===== src/rtl/core_pkg.sv =====
// Core-wide integer opcode encoding and the writeback record carried by the execute lanes.
package core_pkg;

    localparam int CORE_PHYS_W = 6;
    localparam int CORE_ROB_W  = 6;

    localparam logic [7:0] OP_ADD = 8'h00;
    localparam logic [7:0] OP_SUB = 8'h01;
    localparam logic [7:0] OP_AND = 8'h02;
    localparam logic [7:0] OP_ORR = 8'h03;
    localparam logic [7:0] OP_EOR = 8'h04;
    localparam logic [7:0] OP_LSL = 8'h05;
    localparam logic [7:0] OP_LSR = 8'h06;
    localparam logic [7:0] OP_ASR = 8'h07;
    localparam logic [7:0] OP_MUL = 8'h10;

    // One completed result as broadcast on a CDB port.
    typedef struct packed {
        logic [CORE_PHYS_W-1:0] tag;
        logic [31:0]            value;
        logic [CORE_ROB_W-1:0]  rob_tag;
        logic                   exc;
    } wb_entry_t;

endpackage


===== src/rtl/exec_wb_fifo.sv =====
// Single-lane circular writeback FIFO holding ALU results that lost the CDB port.
module exec_wb_fifo
    import core_pkg::*;
#(
    parameter int WB_DEPTH = 3,
    localparam int CNT_W = $clog2(WB_DEPTH + 1)
) (
    input  logic             clk,
    input  logic             reset,
    input  logic             flush,
    input  logic             push,
    input  wb_entry_t        push_data,
    input  logic             pop,
    output wb_entry_t        head,
    output logic [CNT_W-1:0] count
);

    localparam int PTR_W = (WB_DEPTH > 1) ? $clog2(WB_DEPTH) : 1;

    wb_entry_t        mem [WB_DEPTH];
    logic [PTR_W-1:0] rd_ptr;
    logic [PTR_W-1:0] wr_ptr;
    logic             full;
    logic             empty;
    logic             do_push;
    logic             do_pop;

    function automatic logic [PTR_W-1:0] ptr_inc(input logic [PTR_W-1:0] p);
        return (p == PTR_W'(WB_DEPTH - 1)) ? '0 : p + PTR_W'(1);
    endfunction

    assign empty   = (count == '0);
    assign full    = (count == CNT_W'(WB_DEPTH));
    assign do_pop  = pop && !empty;
    // A pop in the same cycle frees the slot, so push-while-full is fine then.
    assign do_push = push && (!full || do_pop);
    assign head    = mem[rd_ptr];

    // Pointer and occupancy tracking; flush empties the queue in one cycle.
    always_ff @(posedge clk or posedge reset) begin
        if (reset) begin
            rd_ptr <= '0;
            wr_ptr <= '0;
            count  <= '0;
        end else if (flush) begin
            rd_ptr <= '0;
            wr_ptr <= '0;
            count  <= '0;
        end else begin
            if (do_push) wr_ptr <= ptr_inc(wr_ptr);
            if (do_pop)  rd_ptr <= ptr_inc(rd_ptr);
            case ({do_push, do_pop})
                2'b10:   count <= count + CNT_W'(1);
                2'b01:   count <= count - CNT_W'(1);
                default: count <= count;
            endcase
        end
    end

    // Storage array; contents are don't-care while the slot is not counted.
    always_ff @(posedge clk) begin
        if (do_push && !flush) mem[wr_ptr] <= push_data;
    end

    // Overflow should be unreachable while WB_DEPTH >= MUL_LAT; the entry is dropped if it happens.
    assert property (@(posedge clk) disable iff (reset) !(push && !flush && full && !do_pop));

endmodule


===== src/rtl/int_exec_lanes.sv =====
// Integer execute stage: per-lane 1-cycle ALU, pipelined multiplier and registered CDB port.
module int_exec_lanes
    import core_pkg::*;
#(
    parameter int ISSUE_W  = 2,
    parameter int PHYS_W   = 6,
    parameter int ROB_W    = 6,
    parameter int MUL_LAT  = 3,
    parameter int WB_DEPTH = 3
) (
    input  logic                           clk,
    input  logic                           reset,
    input  logic                           flush_pipeline,
    input  logic [ISSUE_W-1:0]             issue_valid,
    input  logic [ISSUE_W-1:0][7:0]        issue_op,
    input  logic [ISSUE_W-1:0][PHYS_W-1:0] issue_dst_tag,
    input  logic [ISSUE_W-1:0][31:0]       issue_src1_val,
    input  logic [ISSUE_W-1:0][31:0]       issue_src2_val,
    input  logic [ISSUE_W-1:0][ROB_W-1:0]  issue_rob_tag,
    output logic [ISSUE_W-1:0]             cdb_valid,
    output logic [ISSUE_W-1:0][PHYS_W-1:0] cdb_tag,
    output logic [ISSUE_W-1:0][31:0]       cdb_value,
    output logic [ISSUE_W-1:0][ROB_W-1:0]  cdb_rob_tag,
    output logic [ISSUE_W-1:0]             cdb_exc
);

    localparam int CNT_W = $clog2(WB_DEPTH + 1);

    // The FIFO absorbs at most one ALU result per cycle for as long as the
    // multiplier keeps the port, so it must be at least as deep as that run.
    if (WB_DEPTH < MUL_LAT) begin : g_bad_depth
        $error("int_exec_lanes: WB_DEPTH must be >= MUL_LAT");
    end
    if (MUL_LAT < 2) begin : g_bad_lat
        $error("int_exec_lanes: MUL_LAT must be >= 2");
    end
    if (PHYS_W != CORE_PHYS_W || ROB_W != CORE_ROB_W) begin : g_bad_tag
        $error("int_exec_lanes: tag widths must match core_pkg");
    end

    for (genvar l = 0; l < ISSUE_W; l++) begin : g_lane
        logic               take;
        logic               is_mul;
        logic               alu_vld;
        wb_entry_t          alu_res;
        wb_entry_t          mul_res;
        logic [MUL_LAT-1:1] vld_pipe;
        wb_entry_t          res_pipe [MUL_LAT-1:1];
        logic               fifo_push;
        logic               fifo_pop;
        wb_entry_t          fifo_head;
        logic [CNT_W-1:0]   fifo_cnt;
        logic               cdb_nxt_vld;
        wb_entry_t          cdb_nxt;
        logic               cdb_vld_q;
        wb_entry_t          cdb_q;

        // Ops presented during a flush are dropped.
        assign take    = issue_valid[l] && !flush_pipeline;
        assign is_mul  = (issue_op[l] == OP_MUL);
        assign alu_vld = take && !is_mul;

        // Single-cycle ALU; unknown opcodes yield 0 with the exception flag.
        always_comb begin
            alu_res         = '0;
            alu_res.tag     = issue_dst_tag[l];
            alu_res.rob_tag = issue_rob_tag[l];
            case (issue_op[l])
                OP_ADD:  alu_res.value = issue_src1_val[l] + issue_src2_val[l];
                OP_SUB:  alu_res.value = issue_src1_val[l] - issue_src2_val[l];
                OP_AND:  alu_res.value = issue_src1_val[l] & issue_src2_val[l];
                OP_ORR:  alu_res.value = issue_src1_val[l] | issue_src2_val[l];
                OP_EOR:  alu_res.value = issue_src1_val[l] ^ issue_src2_val[l];
                OP_LSL:  alu_res.value = issue_src1_val[l] << issue_src2_val[l][4:0];
                OP_LSR:  alu_res.value = issue_src1_val[l] >> issue_src2_val[l][4:0];
                OP_ASR:  alu_res.value = $unsigned($signed(issue_src1_val[l]) >>> issue_src2_val[l][4:0]);
                OP_MUL:  alu_res.value = '0;  // handled by the multiplier path
                default: alu_res.exc   = 1'b1;
            endcase
        end

        // Low 32 bits of the product, formed at issue and carried down the pipe.
        always_comb begin
            mul_res         = '0;
            mul_res.tag     = issue_dst_tag[l];
            mul_res.rob_tag = issue_rob_tag[l];
            mul_res.value   = issue_src1_val[l] * issue_src2_val[l];
        end

        // Multiplier valid shift register; flush kills every stage.
        always_ff @(posedge clk or posedge reset) begin
            if (reset) begin
                vld_pipe <= '0;
            end else if (flush_pipeline) begin
                vld_pipe <= '0;
            end else begin
                vld_pipe[1] <= take && is_mul;
                for (int s = 2; s < MUL_LAT; s++) vld_pipe[s] <= vld_pipe[s-1];
            end
        end

        // Multiplier payload stages, qualified by vld_pipe.
        always_ff @(posedge clk) begin
            res_pipe[1] <= mul_res;
            for (int s = 2; s < MUL_LAT; s++) res_pipe[s] <= res_pipe[s-1];
        end

        // Port select: multiplier, then FIFO head, then ALU bypass.
        always_comb begin
            cdb_nxt_vld = 1'b0;
            cdb_nxt     = '0;
            fifo_push   = 1'b0;
            fifo_pop    = 1'b0;
            if (vld_pipe[MUL_LAT-1]) begin
                cdb_nxt_vld = 1'b1;
                cdb_nxt     = res_pipe[MUL_LAT-1];
                fifo_push   = alu_vld;
            end else if (fifo_cnt != '0) begin
                cdb_nxt_vld = 1'b1;
                cdb_nxt     = fifo_head;
                fifo_pop    = 1'b1;
                fifo_push   = alu_vld;
            end else if (alu_vld) begin
                cdb_nxt_vld = 1'b1;
                cdb_nxt     = alu_res;
            end
        end

        exec_wb_fifo #(
            .WB_DEPTH (WB_DEPTH)
        ) u_wb_fifo (
            .clk       (clk),
            .reset     (reset),
            .flush     (flush_pipeline),
            .push      (fifo_push),
            .push_data (alu_res),
            .pop       (fifo_pop),
            .head      (fifo_head),
            .count     (fifo_cnt)
        );

        // Registered CDB port; idle cycles broadcast all zeros.
        always_ff @(posedge clk or posedge reset) begin
            if (reset) begin
                cdb_vld_q <= 1'b0;
                cdb_q     <= '0;
            end else if (flush_pipeline) begin
                cdb_vld_q <= 1'b0;
                cdb_q     <= '0;
            end else begin
                cdb_vld_q <= cdb_nxt_vld;
                cdb_q     <= cdb_nxt;
            end
        end

        assign cdb_valid[l]   = cdb_vld_q;
        assign cdb_tag[l]     = cdb_q.tag;
        assign cdb_value[l]   = cdb_q.value;
        assign cdb_rob_tag[l] = cdb_q.rob_tag;
        assign cdb_exc[l]     = cdb_q.exc;
    end

endmodule


===== config.mk =====
export PLATFORM = sky130hd
export DESIGN_NAME = int_exec_lanes
export DESIGN_NICKNAME = d
export VERILOG_FILES = /design/src/rtl/core_pkg.sv /design/src/rtl/exec_wb_fifo.sv /design/src/rtl/int_exec_lanes.sv
export SDC_FILE = /design/constraint.sdc
export NUM_CORES = 2
export LEC_CHECK = 0
export ABC_CLOCK_PERIOD_IN_PS = 5020
export CAP_MARGIN = 30
export CELL_PAD_IN_SITES_DETAIL_PLACEMENT = 1
export CELL_PAD_IN_SITES_GLOBAL_PLACEMENT = 2
export CORE_MARGIN = 4
export CORE_UTILIZATION = 25
export CTS_CLUSTER_DIAMETER = 150
export DETAILED_ROUTE_END_ITERATION = 12
export GPL_ROUTABILITY_DRIVEN = 1
export PLACE_DENSITY = 0.59
export SYNTH_ARGS = -nofsm -noshare
export SYNTH_HDL_FRONTEND = slang
export SYNTH_SLANG_ARGS = --single-unit

===== constraint.sdc =====
create_clock -name clk -period 5.02 [get_ports clk]
set_input_delay 0.753 -clock clk [delete_from_list [all_inputs] [get_ports clk]]
set_output_delay 0.753 -clock clk [all_outputs]
set_load 0.02 [all_outputs]

==> results.md <==
* Post-Syn Area per Cell at 9.34 um2
* Hold Path Class: reg2reg
* Drc violations at 0
* Synth Net Count at 8,211
* Die width at around 510 um
* Largest cells by area after synthesis: fa_1, edfxtp_1, ha_1
* Final Util at 34.7%
* CP cell instances: buf_4, inv_4, buf_4, buf_4, nor2_1, fa_1, fa_1, fa_1, inv_1, fa_1, fa_1, fa_1, fa_1, fa_1, xor2_1, xnor2_1, xnor2_1, xnor2_1, xnor2_1, xnor2_1, buf_4, xnor2_1
* CTS root buffer: clkbuf_16
* Inst Count DP at about 11k
* Max incr delay on CP at between 0.5 and 0.6 ns
* Total number of vias at about 57k
* Gate Count Post-Synth at 6,780
* Worst Path Buf+Inv at 6
* Initial antenna violation count at 20
* Final ANT Viol Nets at 0
* RSZ-0062 raised after global routing: yes
* Worst R2R Path Depth at 6
* Setup ws final at -1.63 ns
* Synth async-reset ratio at 19.5%
* Max Root-Sink Buffers at 3
* Worst r2r dst: cdb_rob_tag[10]
* Vias in the first global route at 61.8k
* Worst-case clock skew at between 0.08 and 0.09 ns
* Share of the synthesized area in the top cell type at about a quarter
* GP Congestion at 0.946
* Crit path max-delay family: adder cells
* R2r setup slk at 2.25 ns
* CP Max Fanout at 21
* Least-Margin Pin Slew at 0.946 ns
* Hold_buf cts at 0
* Hpwl dp at 253,000 um
* Most frequent CP cell: fa_1
* Mean routed wirelength per cell at 26.9 um
* Violated checks: setup timing
* Peak Freq at 150 MHz
* Dpl ws at -3.20 ns
* Die footprint at around 260,000 um2
* Worst slew margin at 36.9%
* CP Data Arrival Time at 7.31 ns
* Post-synth EDFFs at 270
* # rows at 184
* Hold Vio Cnt, Final at 0
* Largest net degree at the start of global routing at 70
* Setup crit end: g_lane[0].res_pipe[1][38]
* Starting DRT DRC Count at slightly above 4k
* Synth area leader: fa_1
* Die Ht at 511 um
* Initial core utilization at 25.2%
* Total Nets Final at between 9k and 10k
* CTS Buf Count at 60
* Number of I/O pins at 265
* First-pass GRT wire length at 448,000 um
* Critical path type: in2reg
* CP Depth at 22
* Total GRT Usage at 23.3%
* Yosys cell types at 95
* Crit. Startpoint: issue_src2_val[4]
* CTS tree: yes
* Hold Path Stages at 0
* Critical Path RT at 5.69 ns
* Area Overhead vs Synth at 38.1%
* Clock Latency Late Sink at 0.73 ns
* H-tree levels at 2
* Gr ovfl total at 0
* DR vias/cell at about 5
* Ys Warns at 0
* Port Buffers at 264
* Reg2reg start: g_lane[1].u_wb_fifo.count[1]
* Detailed Routing Iterations Pass 1 at 8
* Core area at roughly 250,000 um2
* Setup-failing EPs final at 46
* CP Launch Type: input pin
* Prevailing post-synth register cell: edfxtp_1
* Fillcell total at 28.6k
* Finished Layout Cells at 11.6k
* Register area share after synthesis at 22.6%
* Slowest CP cell: fa_1
* CP Capture Type: flip-flop
* Layout cells sized above 1 at 30.7%
* WL final at 312,000 um
* Synth Register Bits at between 500 and 600
* Post-Syn Area at 63,300 um2
* Min cycle time layout at 6.65 ns
* Number of clock sinks at 554
* CTS clock-pin slew for the worst setup and hold paths at approximately 0.070 ns
* Slew Viols, Final at 0
* Max Cap Viol at 0
* Status: finished with violations
* Tcrit/Tclk final at 132%
==> cells in the mapped netlist, drive strengths merged, types with 31 or more instances <==
master / n
dfxtp: 176
a221oi: 47
dfrtp: 108
edfxtp: 270
fa: 818
mux2i: 175
nand2: 667
a21oi: 242
xor2: 47
buf: 126
ha: 440
nor2: 1047
a221o: 75
nor3: 93
nand3: 36
o21ai: 271
inv: 930
clkbuf: 301
nand2b: 31
a21o: 41
o211ai: 32
mux4: 122
xnor2: 218
==> how the worst min path moves through the flow <==
stage,startpoint,end,slack (ns)
after floorplan,g_lane[0].res_pipe[1][10],g_lane[0].res_pipe[2][10],0.31
after global placement,g_lane[0].res_pipe[1][6],g_lane[0].res_pipe[2][6],0.31
after detailed placement,g_lane[1].res_pipe[1][40],g_lane[1].res_pipe[2][40],0.31
after CTS,g_lane[1].res_pipe[1][8],g_lane[1].res_pipe[2][8],0.32
after global routing,g_lane[1].res_pipe[1][8],g_lane[1].res_pipe[2][8],0.33
final,g_lane[1].res_pipe[1][24],g_lane[1].res_pipe[2][24],0.32
==> area by class of cell <==
cell class	count	area, um2	share of cell area, %
multi-input cells	4838	47200	54.0
repair buffers	1776	15800	18.1
clock inverters	29	353	0.404
repair inverters	1	7.51	0.00859
flip-flops and latches	554	14300	16.4
inverters	960	3840	4.39
clock buffers	85	1680	1.92
well taps	3348	4190	4.79
diodes	8	20.0	0.0229
==> stage by stage <==
stage | hold WS, ns | cell area (um2) | TNS, ns
finish | 0.323 | 87400 | -50.07
floorplan | 0.310 | 64300 | -73.59
global placement | 0.310 | 79600 | -268.23
detailed placement | 0.313 | 79600 | -271.45
CTS | 0.324 | 85000 | -48.46
global route | 0.327 | 87400 | -56.64
==> metal layers <==
| metal | part of all wire [%] | global-route usage, % | vias to the layer above |
|---|---|---|---|
| li1 | - | - | 25063 |
| met1 | 43 | 31.3 | 29641 |
| met2 | 48 | 39.5 | 1899 |
| met3 | 5.6 | 2.63 | 383 |
| met4 | 3.5 | 6.73 | 2 |
| met5 | 0.0029 | 0 | - |
==> state kept, by name, summed over array words and instances (netlist names) <==
signal                   cells
g_lane.cdb_vld_q             2
g_lane.u_wb_fifo.mem       270
g_lane.vld_pipe              4
cdb_rob_tag                 12
cdb_tag                     12
cdb_exc                      2
g_lane.u_wb_fifo.count       4
g_lane.res_pipe            176
g_lane.u_wb_fifo.wr_ptr      4
g_lane.u_wb_fifo.rd_ptr      4
cdb_value                   64
==> timing repair <==
item,in CTS,in global routing
pin swaps,356,322
buffers inserted,135,85
resized for setup,919,414
setup endpoints to repair,159,144
cloned,5,3
==> cell usage in the layout, fill, tap and decap left out, drive strengths merged, types with 47 or more instances in the layout <==
master,count
a21oi,242
a221o,75
a221oi,47
buf,1556
clkbuf,93
clkdlybuf4s50,165
clkinv,48
dfrtp,108
dfxtp,176
edfxtp,270
fa,818
ha,440
inv,927
mux2i,175
mux4,122
nand2,667
nor2,1047
nor3,93
o21ai,271
xnor2,218
xor2,47
==> logic make-up (layout without fill, tap and decap cells) <==
logic type      after synthesis  count (layout)  synth area share (%)
compound gates              984             984                  10.3
xor+xnor                    265             265                  3.66
fa+ha+maj                  1258            1258                  34.6
buf+inv                    1388            2851                  8.42
flops                       554             554                  22.6
mux                         302             302                  7.19
other cells                   0               8                     0
simple gates               2029            2029                  13.2
Power is left out: the tool's default activity adds up to more than one toggle a clock period on the data nets, which glitch-free logic cannot reach.
